<file path="src/rtl/pixel_row_readout_ctrl_if.sv">
// Pixel stream bundle between the row readout controller and its sink.
// One pixel per valid/ready handshake, tagged with its column index.
interface pixel_row_readout_ctrl_if #(
  parameter int W  = 2,
  parameter int IW = (W > 1) ? $clog2(W) : 1
);
  logic [7:0]    PIXEL_OUT;
  logic [IW-1:0] PIXEL_INDEX;
  logic          PIXEL_VALID;
  logic          PIXEL_READY;

  modport master (
    output PIXEL_OUT,
    output PIXEL_INDEX,
    output PIXEL_VALID,
    input  PIXEL_READY
  );

  modport slave (
    input  PIXEL_OUT,
    input  PIXEL_INDEX,
    input  PIXEL_VALID,
    output PIXEL_READY
  );
endinterface

</file>
<file path="src/rtl/pixel_row_readout_ctrl.sv">
// Row sequencer: erase, expose, ramp conversion, read, capture,
// then serialise the captured pixels onto a valid/ready stream.
module pixel_row_readout_ctrl #(
  parameter int PIXEL_ARRAY_WIDTH = 2,
  parameter int ERASE_CYCLES      = 4,
  parameter int EXPOSE_CYCLES     = 10,
  localparam int W  = PIXEL_ARRAY_WIDTH,
  localparam int IW = (W > 1) ? $clog2(W) : 1
) (
  input  logic           CLK,
  input  logic           RESET,
  input  logic           START,
  output logic           ERASE,
  output logic           EXPOSE,
  output logic           RAMP,
  output logic [7:0]     COUNTER,
  output logic           READ,
  input  logic [W*8-1:0] DATA_IN,
  output logic           BUSY,
  output logic           FRAME_DONE,
  pixel_row_readout_ctrl_if.master pix
);

  typedef enum logic [2:0] {
    S_IDLE,
    S_ERASE,
    S_EXPOSE,
    S_CONVERT,
    S_SETTLE,
    S_CAPTURE,
    S_STREAM
  } state_t;

  localparam logic [15:0]   ERASE_LD  = 16'(ERASE_CYCLES - 1);
  localparam logic [15:0]   EXPOSE_LD = 16'(EXPOSE_CYCLES - 1);
  localparam logic [IW-1:0] LAST_IDX  = IW'(W - 1);

  state_t         state_q, state_d;
  logic [15:0]    cnt_q, cnt_d;
  logic [7:0]     code_q, code_d;
  logic [W*8-1:0] cap_q, cap_d;
  logic [IW-1:0]  idx_q, idx_d;
  logic [7:0]     pix_q, pix_d;
  logic           erase_q, erase_d;
  logic           expose_q, expose_d;
  logic           ramp_q, ramp_d;
  logic           read_q, read_d;
  logic           valid_q, valid_d;
  logic           done_q, done_d;
  logic           busy_q, busy_d;
  logic [IW-1:0]  nxt_idx;

  // Next state plus the registered strobes that go with that state.
  always_comb begin
    state_d  = state_q;
    cnt_d    = cnt_q;
    code_d   = code_q;
    cap_d    = cap_q;
    idx_d    = idx_q;
    pix_d    = pix_q;
    erase_d  = 1'b0;
    expose_d = 1'b0;
    ramp_d   = 1'b0;
    read_d   = 1'b0;
    valid_d  = 1'b0;
    done_d   = 1'b0;
    nxt_idx  = idx_q + 1'b1;
    unique case (state_q)
      S_IDLE: begin
        if (START) begin
          state_d = S_ERASE;
          cnt_d   = ERASE_LD;
          erase_d = 1'b1;
        end
      end
      S_ERASE: begin
        if (cnt_q == 16'd0) begin
          state_d  = S_EXPOSE;
          cnt_d    = EXPOSE_LD;
          expose_d = 1'b1;
        end else begin
          cnt_d   = cnt_q - 16'd1;
          erase_d = 1'b1;
        end
      end
      S_EXPOSE: begin
        if (cnt_q == 16'd0) begin
          state_d = S_CONVERT;
          code_d  = 8'd0;
          ramp_d  = 1'b1;
        end else begin
          cnt_d    = cnt_q - 16'd1;
          expose_d = 1'b1;
        end
      end
      S_CONVERT: begin
        if (code_q == 8'hFF) begin
          state_d = S_SETTLE;
          read_d  = 1'b1;
        end else begin
          code_d = code_q + 8'd1;
          ramp_d = 1'b1;
        end
      end
      S_SETTLE: begin
        state_d = S_CAPTURE;
        read_d  = 1'b1;
      end
      S_CAPTURE: begin
        state_d = S_STREAM;
        cap_d   = DATA_IN;
        idx_d   = '0;
        pix_d   = DATA_IN[7:0];
        valid_d = 1'b1;
      end
      S_STREAM: begin
        valid_d = 1'b1;
        if (pix.PIXEL_READY) begin
          if (idx_q == LAST_IDX) begin
            state_d = S_IDLE;
            valid_d = 1'b0;
            done_d  = 1'b1;
          end else begin
            idx_d = nxt_idx;
            pix_d = cap_q[{nxt_idx, 3'b000} +: 8];
          end
        end
      end
      default: state_d = S_IDLE;
    endcase
    busy_d = (state_d != S_IDLE);
  end

  // State and output registers; reset abandons any frame in flight.
  always_ff @(posedge CLK) begin
    if (RESET) begin
      state_q  <= S_IDLE;
      cnt_q    <= '0;
      code_q   <= '0;
      cap_q    <= '0;
      idx_q    <= '0;
      pix_q    <= '0;
      erase_q  <= 1'b0;
      expose_q <= 1'b0;
      ramp_q   <= 1'b0;
      read_q   <= 1'b0;
      valid_q  <= 1'b0;
      done_q   <= 1'b0;
      busy_q   <= 1'b0;
    end else begin
      state_q  <= state_d;
      cnt_q    <= cnt_d;
      code_q   <= code_d;
      cap_q    <= cap_d;
      idx_q    <= idx_d;
      pix_q    <= pix_d;
      erase_q  <= erase_d;
      expose_q <= expose_d;
      ramp_q   <= ramp_d;
      read_q   <= read_d;
      valid_q  <= valid_d;
      done_q   <= done_d;
      busy_q   <= busy_d;
    end
  end

  assign ERASE           = erase_q;
  assign EXPOSE          = expose_q;
  assign RAMP            = ramp_q;
  assign COUNTER         = code_q;
  assign READ            = read_q;
  assign BUSY            = busy_q;
  assign FRAME_DONE      = done_q;
  assign pix.PIXEL_OUT   = pix_q;
  assign pix.PIXEL_INDEX = idx_q;
  assign pix.PIXEL_VALID = valid_q;

endmodule
</file>
<file path="src/flat_wrapper.sv">
// flat-port wrapper written by rule: the top's interface ports become plain ports
module pixel_row_readout_ctrl_flat 
#(
  parameter int PIXEL_ARRAY_WIDTH = 2,
  parameter int ERASE_CYCLES      = 4,
  parameter int EXPOSE_CYCLES     = 10,
  localparam int W  = PIXEL_ARRAY_WIDTH,
  localparam int IW = (W > 1) ? $clog2(W) : 1
)
  (CLK, RESET, START, ERASE, EXPOSE, RAMP, COUNTER, READ, DATA_IN, BUSY, FRAME_DONE, pix_PIXEL_OUT, pix_PIXEL_INDEX, pix_PIXEL_VALID, pix_PIXEL_READY);
  pixel_row_readout_ctrl_if pix_i ();
  input  logic CLK;
  input  logic RESET;
  input  logic START;
  output logic ERASE;
  output logic EXPOSE;
  output logic RAMP;
  output logic [7:0] COUNTER;
  output logic READ;
  input  logic [W*8-1:0] DATA_IN;
  output logic BUSY;
  output logic FRAME_DONE;
  output wire logic [$bits(pix_i.PIXEL_OUT)-1:0] pix_PIXEL_OUT;
  output wire logic [$bits(pix_i.PIXEL_INDEX)-1:0] pix_PIXEL_INDEX;
  output wire logic [$bits(pix_i.PIXEL_VALID)-1:0] pix_PIXEL_VALID;
  input wire logic [$bits(pix_i.PIXEL_READY)-1:0] pix_PIXEL_READY;
  assign pix_PIXEL_OUT = pix_i.PIXEL_OUT;
  assign pix_PIXEL_INDEX = pix_i.PIXEL_INDEX;
  assign pix_PIXEL_VALID = pix_i.PIXEL_VALID;
  assign pix_i.PIXEL_READY = pix_PIXEL_READY;
  pixel_row_readout_ctrl #(.PIXEL_ARRAY_WIDTH(PIXEL_ARRAY_WIDTH), .ERASE_CYCLES(ERASE_CYCLES), .EXPOSE_CYCLES(EXPOSE_CYCLES)) u_core (.CLK(CLK), .RESET(RESET), .START(START), .ERASE(ERASE), .EXPOSE(EXPOSE), .RAMP(RAMP), .COUNTER(COUNTER), .READ(READ), .DATA_IN(DATA_IN), .BUSY(BUSY), .FRAME_DONE(FRAME_DONE), .pix(pix_i));
endmodule
</file>
<file path="config.mk">
export PLATFORM = sky130hd
export DESIGN_NAME = pixel_row_readout_ctrl_flat
export DESIGN_NICKNAME = d
export VERILOG_FILES = /design/src/rtl/pixel_row_readout_ctrl_if.sv /design/src/rtl/pixel_row_readout_ctrl.sv /design/src/flat_wrapper.sv
export SDC_FILE = /design/constraint.sdc
export NUM_CORES = 1
export LEC_CHECK = 0
export ABC_AREA = 0
export BUFFER_PORTS_ARGS = -buffer_cell sky130_fd_sc_hd__buf_2
export CELL_PAD_IN_SITES_DETAIL_PLACEMENT = 1
export CELL_PAD_IN_SITES_GLOBAL_PLACEMENT = 2
export CORE_AREA = 2 2 91 93
export CTS_CLUSTER_SIZE = 40
export DETAILED_ROUTE_END_ITERATION = 6
export DIE_AREA = 0 0 93 95
export GPL_ROUTABILITY_DRIVEN = 0
export PLACE_DENSITY_LB_ADDON = 0.1
export SKIP_LAST_GASP = 1
export SYNTH_ARGS = -nofsm -noshare
export SYNTH_HDL_FRONTEND = slang
export SYNTH_SLANG_ARGS = --single-unit
</file>
<file path="constraint.sdc">
create_clock -name CLK -period 4.5 [get_ports CLK]
set_clock_uncertainty 0.05 [all_clocks]
set_input_delay 0.45 -clock CLK [delete_from_list [all_inputs] [get_ports CLK]]
set_output_delay 0.45 -clock CLK [all_outputs]
set_load 0.05 [all_outputs]
</file>
After elaboration in Yosys (flattened, before gate mapping)

Index checks and enable logic that the tools add are counted.

Register bits after elaboration: 59
Output and inout port bits: 24

Add/subtract/negate cells: 3
Equality and inequality tests: 13
Shift-type cells: 1
Mux-type cells: 33
Bitwise gates (word level): 2
Reductions and logical operators: 11

Operators with widths:

| kind                  | number |
|---|---|
| $mux 16               | 3 |
| $pmux 16 s3           | 1 |
| $mux 8                | 4 |
| $pmux 8 s2            | 2 |
| $pmux 3 s7            | 1 |
| $mux 3                | 6 |
| $logic_not 16->1      | 1 |
| $shiftx 16x5->8       | 1 |
| $sub 16x1->16 const B | 1 |
| $pmux 1 s2            | 6 |
| $mux 1                | 10 |
| $ne 2x2->1 const B    | 5 |
| $eq 3x3->1 const B    | 3 |
| $reduce_and 3->1      | 3 |
| $add 8x1->8 const B   | 1 |
| $eq 8x8->1 const B    | 1 |
| $eq 3x2->1 const B    | 2 |
| $reduce_bool 3->1     | 2 |
| $reduce_bool 2->1     | 2 |
| $eq 3x1->1 const B    | 1 |
| $logic_not 3->1       | 1 |
| $reduce_or 3->1       | 1 |
| $ne 2x1->1 const B    | 1 |
| $not 1->1             | 2 |
| 2 further kinds       | 2 |

Longest topological paths before layout

Gate-level depths: netlist (run 1).

Word-level depth: 5
Mapped depth: 8

Least setup slack after synthesis (run 1)

Ideal clock, no wire load.

Kind: reg-to-reg
Start point: register u_core.code_q[0], in the netlist u_core.COUNTER[0]
End point: register u_core.busy_q, in the netlist u_core.BUSY
Library setup time: 127 ps
Arrival time: 1888 ps
Path slack: 2435 ps
Cell stages (with the launch flop): 6
Buffers on the path: 0
Period minus slack after synthesis: 2065 ps
Cell sequence: dfxtp_1 > ha_1 > nand3_1 > o21ai_0 > a311oi_1 > or3_1

Longest elaborated chain between the ends: 4

Ends and longest elaborated chain:

| item                   | RTL line                      | text |
|---|---|---|
| start, declared        | pixel_row_readout_ctrl.sv:40  | `logic [7:0] code_q, code_d;` |
| start signal, assigned | pixel_row_readout_ctrl.sv:153 | `code_q <= code_d;` |
| $eq 8x8->1             | pixel_row_readout_ctrl.sv:97  | `if (code_q == 8'hFF) begin` |
| $mux 3                 | pixel_row_readout_ctrl.sv:97  |  |
| $pmux 3 s7             | pixel_row_readout_ctrl.sv:68  | `unique case (state_q)` |
| $reduce_bool 3->1      | pixel_row_readout_ctrl.sv:131 | `busy_d = (state_d != S_IDLE);` |
| end signal, assigned   | pixel_row_readout_ctrl.sv:163 | `busy_q <= busy_d;` |
| end, declared          | pixel_row_readout_ctrl.sv:50  | `logic busy_q, busy_d;` |

No other way between the ends.
A chain may end at the register's enable or synchronous reset.

Worst setup path in the final report (run 1)

Start point: register u_core.state_q[1]
End point: register u_core.pix_q[2], in the netlist u_core.pix.PIXEL_OUT[2]

Longest elaborated chain between the ends: 3

Ends and longest elaborated chain:

| item                                                      | RTL line                      | text |
|---|---|---|
| start, declared                                           | pixel_row_readout_ctrl.sv:38  | `state_t state_q, state_d;` |
| start signal, assigned                                    | pixel_row_readout_ctrl.sv:151 | `state_q <= state_d;` |
| $eq 3x3->1                                                | pixel_row_readout_ctrl.sv:68  |  |
| $ne 2x2->1 (no line) or $reduce_bool 2->1 (tied branches) | --                            |  |
| $reduce_and 3->1 (no line)                                | --                            |  |
| end signal, assigned                                      | pixel_row_readout_ctrl.sv:156 | `pix_q <= pix_d;` |
| end, declared                                             | pixel_row_readout_ctrl.sv:43  | `logic [7:0] pix_q, pix_d;` |

Several ways; a longest one is shown, not always the timed one.

==> results of run 1 <==
==> logic make-up after synthesis <==
kind of cell,after synthesis,synth area share (%)
AO/OA/AOI/OAI,73,16.2
XOR/XNOR,14,4.46
flip-flops,59,43.0
buffers and inverters,22,3.46
adder cells (fa/ha/maj),3,1.37
AND/OR/NAND/NOR,148,27.9
multiplexers,10,3.64
==> registers in the layout (all words and copies together) (netlist names) <==
name and flops:
u_core.EXPOSE 1, u_core.READ 1, u_core.cnt_q 16, u_core.state_q 3, u_core.BUSY 1, u_core.pix.PIXEL_VALID 1
u_core.RAMP 1, u_core.FRAME_DONE 1, u_core.pix.PIXEL_INDEX 1, u_core.ERASE 1, u_core.cap_q 16, u_core.COUNTER 8
u_core.pix.PIXEL_OUT 8
==> where the power goes <==
part           total [mW]  internal [mW]  switching [mW]
Sequential          0.745          0.614           0.132
Combinational       0.926          0.385           0.542
Clock               0.537          0.310           0.227
Total                2.21           1.31           0.900
==> worst max-delay path by stage <==
stage                                               from                              endpoint  slack, ns  cells after the start
final                       u_core.state_q[1]$_SDFF_PP0_  u_core.pix.PIXEL_OUT[2]$_SDFFE_PP0P_       1.91                      5
after global routing        u_core.state_q[1]$_SDFF_PP0_  u_core.pix.PIXEL_OUT[2]$_SDFFE_PP0P_       1.58                      5
after CTS                   u_core.state_q[1]$_SDFF_PP0_  u_core.pix.PIXEL_OUT[1]$_SDFFE_PP0P_       1.90                      5
after detailed placement    u_core.state_q[1]$_SDFF_PP0_  u_core.pix.PIXEL_OUT[1]$_SDFFE_PP0P_       1.91                      5
after global placement      u_core.state_q[1]$_SDFF_PP0_  u_core.pix.PIXEL_OUT[3]$_SDFFE_PP0P_       2.01                      5
after floorplan           u_core.COUNTER[0]$_SDFFE_PP0P_                u_core.BUSY$_SDFF_PP0_       2.44                      5
==> through the flow <==
step                      power, mW  instance area [µm²]  hold slack [ns]  setup WS (ns)  std cells
after floorplan                1.48                 2750            0.386           2.44        329
after CTS                      2.23                 3230            0.275           1.90        475
after global placement         1.67                 3020            0.391           2.01        459
after detailed placement       1.68                 3020            0.401           1.91        459
final                          2.21                 3230            0.285           1.91        475
after global routing           2.38                 3230            0.274           1.58        475
==> metal layers <==
metal	wire, µm	GRT usage (%)
met1	3740	24.7
met2	3020	24.7
met3	219	3.83
met4	121	6.62
met5	0	0
==> layout make-up <==
cell class                      instances  area share [%]
Clock buffer                            9            3.83
Clock inverter                          7            2.83
Inverter                                4           0.465
Multi-Input combinational cell        248            45.6
Sequential cell                        59            36.6
Tap cell                              105            4.07
Timing Repair Buffer                   43            6.66
==> worst reg2reg max path, cell delays in order (launching register included) <==
cell	delay (ns)
dfxtp_1	0.61
and3b_1	0.45
a31oi_1	1.00
a211oi_1	0.11
a21oi_1	0.18
nor2_1	0.05
==> layout by cell type (no fill, tap or decap), types with 5 or more instances in the layout <==
master / n
a211oi_1: 9
a21oi_1: 38
buf_2: 43
clkbuf_8: 9
dfxtp_1: 59
mux2i_1: 10
nand2_1: 45
nand3_1: 7
nor2_1: 45
nor3_1: 7
nor3b_1: 5
nor4_1: 6
o21ai_0: 6
or3_1: 7
xnor2_1: 11
==> synthesized netlist by cell type, types with 2 or more instances <==
library cell	number	share of area, %
dfxtp_1	59	43
nand2_1	45	6.1
nor2_1	45	6.1
a21oi_1	38	6.9
xnor2_1	11	3.5
clkbuf_1	10	1.4
mux2i_1	10	3.6
a211oi_1	9	2.5
nand3_1	7	1.3
nor3_1	7	1.3
or3_1	7	1.6
nor4_1	6	1.4
o21ai_0	6	1.1
nor3b_1	5	1.4
a31oi_1	4	0.91
buf_2	4	0.73
inv_1	4	0.55
and3b_1	3	0.96
buf_1	3	0.41
ha_1	3	1.4
nand2b_1	3	0.68
nand4_1	3	0.68
or4_1	3	0.82
xor2_1	3	0.96
a21oi_2	2	0.64
a311oi_1	2	0.64
a31o_2	2	0.64
nor2b_1	2	0.46
nor4b_1	2	0.64
o31ai_1	2	0.55
==> flow_summary.ini, run 1 <==
[min_path]
hp-start = DATA_IN[8]
whs_path_depth = 3
hold_path_class = in -> reg
hold_end = u_core.cap_q[8]$_SDFFE_PP0P_

[synthesis]
avgSynthCellArea_um2 = 8.36
ys_types = 49
seq_area_frac_synth_pct = 43.0
yosysWarningCount = 0
netlist_area_mm2 = 0.00275
synth_ff_type = dfxtp_1
synth_edf_count = 0
synth_fp_nets = 352
postSynthCellCount = 329
synthArstFlopShare_pct = 0
synth_seq_cells = 59

[critical_path]
crit_type = reg -> reg
path_max_fanout = 17
critical-path-max-stage-delay_ns = 1.00
crit_path_cell_trace = and3b_1 -> a31oi_1 -> a211oi_1 -> a21oi_1 -> nor2_1
r2r-start = u_core.state_q[1]$_SDFF_PP0_
cp_data_required_time_ns = 4.65
reg2reg_slack_ns = 1.91
path_buf_inv = 0
end_kind = flip-flop
cpMaxStageDelayCell = a31oi_1
crit_family = compound AO/OA/AOI/OAI gates
reg2reg_depth = 5
worst_r2r_endpoint = u_core.pix.PIXEL_OUT[2]$_SDFFE_PP0P_
worstPathArrival_ns = 2.75
startpoint_type = flip-flop

[routing]
final_antenna_net_count = 0
drtIter0Drc = 63
num_vias = 2454
wl_per_cell_um = 14.9
drc_errors = 0
wl_um = 7100
viasPerCell = 5.17
first_pass_iters = 4

[clock_network]
clock_sinks = 59
worstSkewPairLatency_ns = 0.35
cts_root_buffer = clkbuf_8
cts_post_setup_buffers_inserted = 0
clock_path_buffers = 2
cts_buffers = 9
cts_resized = 0
clkTransAtPathRegs_ns = 0.08
hold_buffers = 0
ctsHtreeMaxLevel = 3
cts_tree = done

[floorplanning]
dieArea_mm2 = 0.00884
start_util_pct = 34.7
fp.dieH_um = 95
num_rows = 33
fp.dieW_um = 93
ioPinCount = 44
core_area_mm2 = 0.00793

[outcome]
outcome = completed

[cells_and_area]
multiInputGateArea_mm2 = 0.00147
drive_above_1_share_pct = 18.9
finish.utilization_pct = 40.8
final_nets = 388
antenna_cells = 0
nFillCells = 989
ff_latch_area_mm2 = 0.00118
syn_to_final_growth_pct = 17.5

[pwr]
p_leak_nw = 1.21
power.density_mw_per_mm2 = 684
ir_drop_uv = 381

[grt]
track_usage_pct = 17.1
antenna_found_initial = 0
grt_pass1_wl_um = 11800
grt_max_degree = 43
grt_pass1_vias = 2283
grt.overflow.total = 0

[sta]
fmax_ghz = 0.386
finalSetupTns_ns = 0
period_needed_ns = 2.59
setup_viol = 0
worstMarginPinSlew_ns = 1.25
rsz0062_at_grt = false
finalCritPeriodShare_pct = 57.6
hold_violations = 0
max-slew-margin-rel_pct = 16.2
slew_viol_final = 0

[place]
dpl.hpwl_um = 5020
port_buffers = 43

[run]
max_cap_viol_count = 0
No activity file was read; power rests on OpenSTA's default activity.
==> run 2: changes to the inputs <==
- CORE_AREA: 2 2 91 93 -> 2 2 95 97
- DIE_AREA: 0 0 93 95 -> 0 0 97 99
- clock period: 4.5 -> 2.45 ns (I/O delays scaled with it)
==> run 2 against run 1 <==
Register-to-register slack lost 1.7 ns. Worst setup slack lost 1.7 ns. Worst hold slack lost 0.19 ns. Sequential power grew 81%. Largest power group unchanged.
==> flow_summary.ini, run 2 (synthesized netlist as in run 1, its figures left out) <==
[outcome]
outcome = completed

[place]
port_buffers = 43
pre_cts_ws_ns = 0.196
dpl.hpwl_um = 5200
placed_cell_area_mm2 = 0.00309

[routing]
final_antenna_net_count = 0
wl_per_cell_um = 14.8
num_vias = 2484
first_pass_iters = 4
drc_errors = 0
wl_um = 7270
viasPerCell = 5.07
drtIter0Drc = 56

[floorplanning]
dieArea_mm2 = 0.00960
fp.dieW_um = 97
num_rows = 34
start_util_pct = 32.1
core_area_mm2 = 0.00855
ioPinCount = 44
fp.dieH_um = 99

[sta]
fin_ws_ns = 0.253
worstMarginPinSlew_ns = 0.611
max-slew-margin-rel_pct = 58.2
fmax_ghz = 0.455
finalSetupTns_ns = 0
hold_violations = 0
slew_viol_final = 0
rsz0062_at_grt = false
period_needed_ns = 2.20
setup_viol = 0
hold_ws_ns = 0.0955
finalCritPeriodShare_pct = 89.7

[clock_network]
clock_sinks = 59
clkTransAtPathRegs_ns = 0.07
cts_buffers = 9
worstSkewPairLatency_ns = 0.33
cts_root_buffer = clkbuf_8
clock_path_buffers = 2
ctsHtreeMaxLevel = 3
cts_tree = done
hold_buffers = 0

[run]
max_cap_viol_count = 0

[grt]
grt_pass1_vias = 2396
grt_max_degree = 23
grt_pass1_wl_um = 12400
grt.overflow.total = 0
antenna_found_initial = 0
track_usage_pct = 16.1

[min_path]
hold_path_class = in -> reg

[cells_and_area]
final_common_cell = dfxtp_1
final_nets = 400
reg_top3 = u_core.cap_q (16), u_core.cnt_q (16)
design_area_mm2 = 0.00329
antenna_cells = 0
syn_to_final_growth_pct = 19.8
layout_common_cells = 59 x dfxtp_1, 45 x nand2_1, 45 x nor2_1
drive_above_1_share_pct = 20.9
nFillCells = 1055

[critical_path]
reg2reg_depth = 7
worstPathArrival_ns = 2.40
startpoint_type = flip-flop
end_kind = flip-flop
crit_end = u_core.cnt_q[12]$_SDFFE_PP0P_
critPathLaunch = u_core.cnt_q[0]$_SDFFE_PP0P_
r2r-start = u_core.cnt_q[0]$_SDFFE_PP0P_
reg2reg_slack_ns = 0.25
worst_r2r_endpoint = u_core.cnt_q[12]$_SDFFE_PP0P_
crit_type = reg -> reg
path_max_fanout = 7
cp_data_required_time_ns = 2.66

[pwr]
ir_drop_uv = 460
power.density_mw_per_mm2 = 1210
p_leak_nw = 1.26
run 2: changes by cell type in the layout (fill, tap and decap cells not counted):
cell / change
bufinv_16: -1
clkinvlp_4: -1
buf_4: +12
clkinv_4: +1
inv_6: -1
clkbuf_1: +2
run 2: how the worst min path moves through the flow:
| stage | start | to | depth (start not counted) |
|---|---|---|---|
| floorplan | RESET | u_core.state_q[2]$_SDFF_PP0_ | 1 |
| global placement | u_core.cap_q[2]$_SDFFE_PP0P_ | u_core.cap_q[2]$_SDFFE_PP0P_ | 2 |
| detailed placement | u_core.cap_q[14]$_SDFFE_PP0P_ | u_core.cap_q[14]$_SDFFE_PP0P_ | 2 |
| CTS | DATA_IN[9] | u_core.cap_q[9]$_SDFFE_PP0P_ | 3 |
| global route | DATA_IN[14] | u_core.cap_q[14]$_SDFFE_PP0P_ | 3 |
| finish | DATA_IN[9] | u_core.cap_q[9]$_SDFFE_PP0P_ | 3 |
run 2: critical path, stage by stage, from the launching register on:
cell and delay, ns:
dfxtp_1 0.45, inv_1 0.10, ha_1 0.23, nor4b_1 0.16
and4_2 0.29, a211o_1 0.30, or4_1 0.40, a21oi_1 0.14
run 2: through the flow:
| stage | utilization, % | std cells | power [mW] |
|---|---|---|---|
| floorplan | - | 329 | 2.71 |
| global placement | 36.2 | 472 | 3.08 |
| detailed placement | 36.2 | 472 | 3.09 |
| CTS | 38.4 | 488 | 3.98 |
| global route | 38.5 | 490 | 4.34 |
| finish | 38.5 | 490 | 3.98 |
run 2: repair_timing:
action,4_1_cts,5_1_grt
endpoints found under the hold margin,0,0
gates resized for setup,0,0
buffers inserted,0,2
setup endpoints to repair,0,1
run 2: final cells by class:
cell class | count | area, µm² | share of cell area, %
repair buffers | 55 | 305 | 9.27
clock buffers | 11 | 131 | 3.99
well taps | 108 | 135 | 4.10
inverters | 4 | 15.0 | 0.456
clock inverters | 5 | 53.8 | 1.63
flip-flops and latches | 59 | 1180 | 35.9
multi-input cells | 248 | 1470 | 44.7
run 2: report_power, final:
part / switching, mW / total, mW / leakage [nW] / internal (mW)
Combinational: 1.00 / 1.78 / 0.687 / 0.780
Sequential: 0.226 / 1.35 / 0.478 / 1.13
Clock: 0.379 / 0.845 / 0.0971 / 0.467
run 2: metal layers:
layer / vias to the layer above / wire length, µm / GRT usage [%]
li1: 1262 / - / -
met1: 1171 / 3700 / 23.2
met2: 40 / 3180 / 23.7
met3: 11 / 269 / 2.91
met4: 0 / 123 / 6.50
met5: - / 0 / 0
==> run 3: changes to the inputs <==
- BUFFER_PORTS_ARGS: -buffer_cell sky130_fd_sc_hd__buf_2 -> not set
- CORE_AREA: 2 2 95 97 -> 2 2 90 92
- DIE_AREA: 0 0 97 99 -> 0 0 92 94
- DONT_BUFFER_PORTS: not set -> 1
==> run 3 against run 2 <==
Cell count decreased by 5.7%. Die area decreased by 9.9%. Critical endpoint is now u_core.COUNTER[7]$_SDFFE_PP0P_. Clock power increased by 4.1%. Largest power group unchanged. Critical path depth unchanged. Worst hold slack got worse by 0.089 ns. Total power increased by 0.69%.
==> flow_summary.ini, run 3 (synthesized netlist as in run 1, its figures left out) <==
[clock_network]
cts_buffers = 9
cts_tree = done
cts_root_buffer = clkbuf_8
cts_post_setup_buffers_inserted = 0
clock_path_buffers = 2
clkTransAtPathRegs_ns = 0.07
clock_sinks = 59
cts_resized = 0
worstSkewPairLatency_ns = 0.34
hold_buffers = 16
ctsHtreeMaxLevel = 3

[floorplanning]
fp.dieW_um = 92
dieArea_mm2 = 0.00865
fp.dieH_um = 94
start_util_pct = 36.1
core_area_mm2 = 0.00761
ioPinCount = 44
num_rows = 32

[cells_and_area]
antenna_cells = 0
design_area_mm2 = 0.00329
reg_top3 = u_core.cap_q (16), u_core.cnt_q (16)
layout_common_cells = 59 x dfxtp_1, 45 x nand2_1, 45 x nor2_1
syn_to_final_growth_pct = 19.8
drive_above_1_share_pct = 12.5
final_nets = 379
final_common_cell = dfxtp_1

[outcome]
outcome = completed

[grt]
grt_pass1_vias = 2371
grt_pass1_wl_um = 12200
antenna_found_initial = 0
grt.overflow.total = 0
track_usage_pct = 18.1
grt_max_degree = 38

[sta]
fmax_ghz = 0.460
setup_viol = 0
finalCritPeriodShare_pct = 88.7
hold_violations = 0
hold_ws_ns = 0.00623
slew_viol_final = 0
period_needed_ns = 2.17
finalSetupTns_ns = 0
max-slew-margin-rel_pct = 58.0
rsz0062_at_grt = false
worstMarginPinSlew_ns = 0.623

[pwr]
power.total_mw = 4.01
ir_drop_uv = 409
power.density_mw_per_mm2 = 1220
p_leak_nw = 1.17

[min_path]
hold_path_class = in -> reg

[place]
port_buffers = 0
placed_cell_area_mm2 = 0.00293
dpl.hpwl_um = 5090

[critical_path]
path_buf_inv = 1
startpoint_type = flip-flop
crit_path_cell_trace = inv_1 -> ha_1 -> nor3b_1 -> and4_4 -> a21oi_2 -> or4_1 -> a21oi_1
end_kind = flip-flop
path_max_fanout = 11
critical-path-max-stage-delay_ns = 0.49
worstPathArrival_ns = 2.39
cp_data_required_time_ns = 2.67
crit_type = reg -> reg
crit_family = simple AND/OR/NAND/NOR gates
cpMaxStageDelayCell = or4_1

[routing]
drtIter0Drc = 75
first_pass_iters = 4
viasPerCell = 5.27
drc_errors = 0
final_antenna_net_count = 0
wl_per_cell_um = 16.0
wl_um = 7390
num_vias = 2433

[run]
max_cap_viol_count = 0
run 3: changes by cell type in the layout (fill, tap and decap cells not counted):
cell	before	now
buf_2	43	0
buf_4	12	18
dlygate4sd3_1	0	15
clkbuf_1	2	0
clkbuf_8	9	10
buf_12	0	1
run 3: metal layers:
metal | track usage (%) | vias up | wire length [µm]
met1 | 25.9 | 1163 | 3900
met4 | 8.33 | 0 | 104
met3 | 3.77 | 8 | 253
met2 | 25.9 | 40 | 3140
met5 | 0 | - | 0
li1 | - | 1222 | -
run 3: final timing paths:
check	from	to	slack (ns)	cells past startpoint
hold reg to reg	u_core.cap_q[1]$_SDFFE_PP0P_	u_core.cap_q[1]$_SDFFE_PP0P_	0.41	2
setup reg to reg	u_core.cnt_q[0]$_SDFFE_PP0P_	u_core.COUNTER[7]$_SDFFE_PP0P_	0.28	7
setup / recovery	u_core.cnt_q[0]$_SDFFE_PP0P_	u_core.COUNTER[7]$_SDFFE_PP0P_	0.28	7
hold / removal	DATA_IN[12]	u_core.cap_q[12]$_SDFFE_PP0P_	0.006	2
run 3: power breakdown:
group	total, mW	internal, mW	switching [mW]	leakage, nW
logic	1.71	0.772	0.937	0.588
clock network	0.880	0.488	0.393	0.102
registers	1.42	1.13	0.289	0.478
total	4.01	2.39	1.62	1.17
run 3: stage by stage:
step / cells / util (%) / setup slack (ns)
after global placement: 431 / 38.5 / 0.357
final: 462 / 43.3 / 0.276
after detailed placement: 431 / 38.5 / 0.266
after floorplan: 329 / - / 0.385
after global routing: 462 / 43.3 / 0.0901
after CTS: 462 / 43.3 / 0.268
run 3: final cells by class:
cell class / instances / area, µm²
flip-flops and latches: 59 / 1180
multi-input cells: 248 / 1470
inverters: 4 / 15.0
clock inverters: 5 / 53.8
repair buffers: 34 / 305
well taps: 102 / 128
fillers: 921 / 4310
clock buffers: 10 / 138
